## src/rtl/cpu_pkg.sv

```systemverilog
// Shared datapath package.
// Holds the default register-file geometry, a constant-evaluable clog2,
// the register address type used by decode and writeback, and small
// address-qualification helpers shared by the register bank and its
// scoreboard.
package cpu_pkg;

    localparam int DEFAULT_WIDTH = 32;
    localparam int DEFAULT_DEPTH = 32;

    // Smallest n with 2**n >= value. Values of 0 or 1 return 0.
    function automatic int clog2(input int value);
        int result;
        result = 0;
        while ((1 << result) < value) begin
            result++;
        end
        return result;
    endfunction

    localparam int REG_ADDR_W = clog2(DEFAULT_DEPTH);

    typedef logic [REG_ADDR_W-1:0] reg_addr_t;

    // Address maps to a real entry. Non-power-of-2 depths leave a hole
    // at the top of the address space.
    function automatic bit addr_in_range(input int unsigned addr, input int unsigned depth);
        return addr < depth;
    endfunction

    // Address is a real entry that may be written or marked busy.
    // A hardwired zero entry is excluded.
    function automatic bit addr_writable(input int unsigned addr, input int unsigned depth,
                                         input bit zero_reg);
        return (addr < depth) && !(zero_reg && addr == 0);
    endfunction

endpackage

```

## src/rtl/reg_bank_scoreboard.sv

```systemverilog
// Per-entry busy scoreboard for reg_bank.
// Ports:
//   clk, reset            clock and synchronous active-high reset
//   clear_en, clear_addr  qualified write this cycle; clears the busy bit
//   busy_set, busy_addr   marks an entry as having a pending producer
//   rd_addr_a/b           lookup addresses
//   busy_a/b              busy bit of the looked-up entry, masked when the
//                         entry is being written this very cycle
module reg_bank_scoreboard
    import cpu_pkg::*;
#(
    parameter int DEPTH    = DEFAULT_DEPTH,
    parameter bit ZERO_REG = 1'b1,
    localparam int AW      = clog2(DEPTH)
) (
    input  logic          clk,
    input  logic          reset,
    input  logic          clear_en,
    input  logic [AW-1:0] clear_addr,
    input  logic          busy_set,
    input  logic [AW-1:0] busy_addr,
    input  logic [AW-1:0] rd_addr_a,
    input  logic [AW-1:0] rd_addr_b,
    output logic          busy_a,
    output logic          busy_b
);

    logic [DEPTH-1:0] busy;
    logic             set_ok;

    assign set_ok = busy_set && addr_writable(32'(busy_addr), DEPTH, ZERO_REG);

    always_ff @(posedge clk) begin
        if (reset) begin
            busy <= '0;
        end else begin
            // NOTE: non-blocking assignments to the same bit resolve to the
            // last one written, so placing the set after the clear makes a
            // newly issued producer win over the retiring write.
            if (clear_en) begin
                busy[clear_addr] <= 1'b0;
            end
            if (set_ok) begin
                busy[busy_addr] <= 1'b1;
            end
        end
    end

    // A write landing this cycle is visible through the data bypass, so the
    // consumer need not stall on it.
    assign busy_a = addr_in_range(32'(rd_addr_a), DEPTH) && busy[rd_addr_a]
                    && !(clear_en && clear_addr == rd_addr_a);
    assign busy_b = addr_in_range(32'(rd_addr_b), DEPTH) && busy[rd_addr_b]
                    && !(clear_en && clear_addr == rd_addr_b);

endmodule

```

## src/rtl/reg_bank.sv

```systemverilog
// Parametrised register file: one synchronous write port, two
// combinational read ports with write-first bypass, optional hardwired
// zero entry and a per-entry busy scoreboard.
// Ports:
//   clk, reset              clock and synchronous active-high reset
//   wr_en, wr_addr, wr_data write port
//   rd_addr_a/b, rd_data_a/b combinational read ports
//   busy_set, busy_addr     mark an entry as awaiting a multi-cycle write
//   busy_a/b                pending-write flag for each read address
module reg_bank
    import cpu_pkg::*;
#(
    parameter int WIDTH    = DEFAULT_WIDTH,
    parameter int DEPTH    = DEFAULT_DEPTH,
    parameter bit ZERO_REG = 1'b1,
    localparam int AW      = clog2(DEPTH)
) (
    input  logic             clk,
    input  logic             reset,
    input  logic             wr_en,
    input  logic [AW-1:0]    wr_addr,
    input  logic [WIDTH-1:0] wr_data,
    input  logic [AW-1:0]    rd_addr_a,
    input  logic [AW-1:0]    rd_addr_b,
    output logic [WIDTH-1:0] rd_data_a,
    output logic [WIDTH-1:0] rd_data_b,
    input  logic             busy_set,
    input  logic [AW-1:0]    busy_addr,
    output logic             busy_a,
    output logic             busy_b
);

    logic [WIDTH-1:0] mem [DEPTH];
    logic             wr_ok;
    logic [AW-1:0]    rd_addr [2];
    logic [WIDTH-1:0] rd_data [2];

    // Write qualified by a real, non-hardwired address; drives storage,
    // bypass and the scoreboard clear alike.
    assign wr_ok = wr_en && addr_writable(32'(wr_addr), DEPTH, ZERO_REG);

    always_ff @(posedge clk) begin
        if (reset) begin
            // NOTE: the storage array is cleared on reset because software
            // relies on every entry reading zero afterwards; a bank that
            // only needs valid data after a write could skip this.
            for (int i = 0; i < DEPTH; i++) begin
                mem[i] <= '0;
            end
        end else if (wr_ok) begin
            mem[wr_addr] <= wr_data;
        end
    end

    assign rd_addr[0] = rd_addr_a;
    assign rd_addr[1] = rd_addr_b;

    always_comb begin
        for (int p = 0; p < 2; p++) begin
            // NOTE: default assignment first so every path drives the
            // output and no latch is inferred.
            rd_data[p] = '0;
            if (addr_writable(32'(rd_addr[p]), DEPTH, ZERO_REG)) begin
                if (wr_ok && wr_addr == rd_addr[p]) begin
                    rd_data[p] = wr_data;
                end else begin
                    rd_data[p] = mem[rd_addr[p]];
                end
            end
        end
    end

    assign rd_data_a = rd_data[0];
    assign rd_data_b = rd_data[1];

    reg_bank_scoreboard #(
        .DEPTH    (DEPTH),
        .ZERO_REG (ZERO_REG)
    ) u_scoreboard (
        .clk        (clk),
        .reset      (reset),
        .clear_en   (wr_ok),
        .clear_addr (wr_addr),
        .busy_set   (busy_set),
        .busy_addr  (busy_addr),
        .rd_addr_a  (rd_addr_a),
        .rd_addr_b  (rd_addr_b),
        .busy_a     (busy_a),
        .busy_b     (busy_b)
    );

endmodule

```

## config.mk

```make
export PLATFORM = sky130hd
export DESIGN_NAME = reg_bank
export DESIGN_NICKNAME = d
export VERILOG_FILES = /design/src/rtl/cpu_pkg.sv /design/src/rtl/reg_bank_scoreboard.sv /design/src/rtl/reg_bank.sv
export SDC_FILE = /design/constraint.sdc
export NUM_CORES = 2
export LEC_CHECK = 0
export CORE_MARGIN = 2
export CORE_UTILIZATION = 55
export CTS_CLUSTER_SIZE = 20
export DETAILED_ROUTE_END_ITERATION = 10
export GPL_TIMING_DRIVEN = 0
export PLACE_DENSITY = 0.82
export SLEW_MARGIN = 20
export SYNTH_ARGS = -nofsm -noshare
export SYNTH_HDL_FRONTEND = slang
export SYNTH_HIERARCHICAL = 1
export SYNTH_SLANG_ARGS = --single-unit
```

## constraint.sdc

```tcl
create_clock -name clk -period 4.5 [get_ports clk]
set_clock_uncertainty 0.1 [all_clocks]
set_input_delay 1.125 -clock clk [delete_from_list [all_inputs] [get_ports clk]]
set_output_delay 1.125 -clock clk [all_outputs]
set_load 0.01 [all_outputs]
```

==> results.yml <==
clock_tree:
  h-tree-depth: 3
  cts.sinks: 1056
  cts_tree: "built"
  clk_latency_ns: 0.75
  cts_buffers: 112
  clockRootBuffer: "clkbuf_16"
  path_clk_slew_ns: 0.06
  clk_path_buf_depth: 3
floorplanning:
  start_util_pct: 55.38
  core-area_um2: 103300
  die_area_um2: 106700
  ios: 122
  die_h_um: 326.6
  num_rows: 118
  fp.dieW_um: 326.6
synth:
  postSynth.asyncResetShare_pct: 0
  synth.area.top_cells: "edfxtp_1 54%, mux4_2 15%, and2_1 11%"
  synthAdderAreaFrac_pct: 0
  ys_seq_elements: 1056
  synth_edf_count: 1024
  synth_xor_area_share_pct: 0.3061
  yosys.area_share.simple_pct: 13.27
  synth-compound-area-share_pct: 6.888
  ys_seq_area_share_pct: 54.85
  yosys.area.top_type_share_pct: 53.73
  synth_top_family_by_area: "multiplexers"
  synth.top_cells.by_count: "1,024 x edfxtp_1, 995 x and2_1, 372 x mux4_2, 314 x mux2i_1, 312 x clkbuf_1"
  synth_ff_type: "edfxtp_1"
  avgSynthCellArea_um2: 14.18
  syn-cell-area_um2: 57230
  yosys_warnings: 6
  synth.most_common_cell: "edfxtp_1"
  synth_cell_types: 62
  syn_inst: 4036
  synthMuxAreaShare_pct: 21.17
  yosys.area.top_type: "edfxtp_1"
timing:
  hold_viol: 0
  fin_crit_ns: 4.881
  fin_crit_sh_pct: 108.5
  slew_headroom_pct: 16.21
  fmax_mhz: 204.9
  setup_viol: 59
  slew_viol_final: 0
  postLayoutSetupSlackWorst_ns: -0.3811
  tightest_slew_ns: 1.257
  rsz0062_at_grt: "true"
critical_path:
  crit_arrival_ns: 3.66
  crit_type: "in2out"
  critPathMaxFanout: 7
  crit_path_end_kind: "output port"
  cp.required_ns: 3.27
  start_kind: "input pin"
cells_and_area:
  nNetsFinal: 4589
  postLayoutCellArea_um2: 70850
  drive_above_1_share_pct: 30.49
  area_delta_synth_final_pct: 23.78
drt:
  drtAntennaViolNets: 0
  dr.pass1.iters: 9
  vias: 45980
  detail_route.wl_per_cell_um: 45.48
  drt_iter0_markers: 9150
  wl_um: 273500
  drc: 0
  vias_per_cell: 7.645
global_routing:
  grt_overflow: 0
  antenna_found_initial: 11
  grt_pass1_wl_um: 357000
  grt_pass1_vias: 43150
  grt_max_degree: 33
  grtUsageTotal_pct: 50.21
power:
  p_comb_share_pct: 18.0
  switchingPower_w: 0.007247
  seq_power_share_pct: 45.5
  power.internal_w: 0.01830
  p_sw_share_pct: 28.36
  clkPwrFrac_pct: 36.5
  power-per-cell-area_nw_per_um2: 360.7
  power_leakage_nw: 25.32
  ir_drop_mv: 0.3886
status:
  outcome: "complete, but fails checks"
  violations: "negative setup slack"
run:
  drv_cap: 0
place:
  dpl_cell_area_um2: 60420
  gp_congestion: 1.142
  io_buffers: 115
  pre_cts_ws_ns: -3.171
  dp_hpwl_um: 175900
hold_path:
  hold_class: "reg2reg"
per-layer routing:
| metal | share of wire [%] | GRT usage, % | up-vias |
|---|---|---|---|
| li1 | - | - | 16620 |
| met1 | 30 | 57.73 | 22170 |
| met2 | 39 | 67.61 | 5484 |
| met3 | 19 | 26.48 | 1681 |
| met4 | 12 | 43.87 | 24 |
| met5 | 0.37 | 5.280 | - |
metrics by stage:
stage          setup TNS, ns  hold WS (ns)  util [%]  instances  total power (W)
2_1_floorplan              0        0.3529         -       4067          0.01351
3_3_place_gp         -513.18        0.3729     58.28       5562          0.01517
3_5_place_dp         -509.15        0.3826     58.46       5567          0.01526
4_1_cts               -1.534        0.3855     67.15       5939          0.02475
5_1_grt               -4.055        0.4114     68.53       6007          0.02562
6_report              -6.082        0.3915     68.55       6014          0.02555
final cells by class:
type / instances / area (um2)
Tap cell: 1380 / 1727
Antenna cell: 9 / 22.52
Sequential cell: 1056 / 31390
Multi-Input combinational cell: 2570 / 25910
Inverter: 6 / 27.53
Clock inverter: 68 / 523.0
Buffer: 426 / 4325
Clock buffer: 138 / 3007
Timing Repair Buffer: 361 / 3918
Fill cell: 6839 / 32500
what timing repair did:
action,4_1_cts,5_1_grt
hold buffers,0,0
setup endpoints to repair,66,64
resized for setup,1212,176
cloned,9,5
pin swaps,154,112
setup buffers,163,75
placed cells by master, fill, tap and decap left out, types with 34 or more instances in the layout:
cell             netlist  layout
buf_12                 0      80
clkbuf_4               0      34
buf_6                 26      78
nand2_1               76      69
clkbuf_1             312     225
o21ai_0               72      59
mux4_2               372     372
buf_16                 0      51
a221oi_2               0      36
edfxtp_1            1024    1024
o221ai_1              64      34
nor2_1                55      50
and2_1               995     993
mux2i_1              314     253
clkdlybuf4s50_1        0      41
a22oi_1               62      47
buf_4                 21     155
a221o_1               38      38
a21oi_1               96      84
clkbuf_16              0     139
critical path, stage by stage:
cell,delay (ns)
buf_16,0.14
buf_16,0.17
buf_16,0.17
buf_16,0.17
buf_16,0.16
buf_12,0.13
mux2i_1,0.13
a22oi_1,0.24
o211ai_1,0.34
o22a_1,0.33
a21oi_4,0.33
buf_6,0.16
registers in the layout, summed over array words and instances, names as in the netlist:
register	count
mem	1024
u_scoreboard/busy	32
logic make-up (layout without fill, tap and decap cells):
| logic type | count (synthesis) | count (layout) |
|---|---|---|
| other | 1 | 41 |
| DFF | 1056 | 1056 |
| xor gates and xnor gates | 20 | 20 |
| buffers and inverters | 441 | 999 |
| muxes | 731 | 731 |
| AOI/OAI and AO/OA | 525 | 525 |
| and+or+nand+nor | 1262 | 1262 |
final timing paths:
kind	start	end	slack, ns	cells past startpoint
worst max-delay path	rd_addr_a[0]	rd_data_a[15]	-0.38	12
worst min-delay path	u_scoreboard/busy[6]$_SDFF_PP0_	u_scoreboard/busy[6]$_SDFF_PP0_	0.39	2
worst max register to register	u_scoreboard/busy[15]$_SDFF_PP0_	u_scoreboard/busy[15]$_SDFF_PP0_	3.65	2
worst min register to register	u_scoreboard/busy[6]$_SDFF_PP0_	u_scoreboard/busy[6]$_SDFF_PP0_	0.39	2
power by group through the flow:
stage | registers [W] | clock network [W] | logic (W)
floorplan | 0.0117 | 0 | 0.00185
global placement | 0.0117 | 0 | 0.00343
global route | 0.0117 | 0.00945 | 0.00450
finish | 0.0116 | 0.00932 | 0.00460
detailed placement | 0.0118 | 0 | 0.00347
CTS | 0.0116 | 0.00907 | 0.00408
Power figures use the tool's default switching activity.
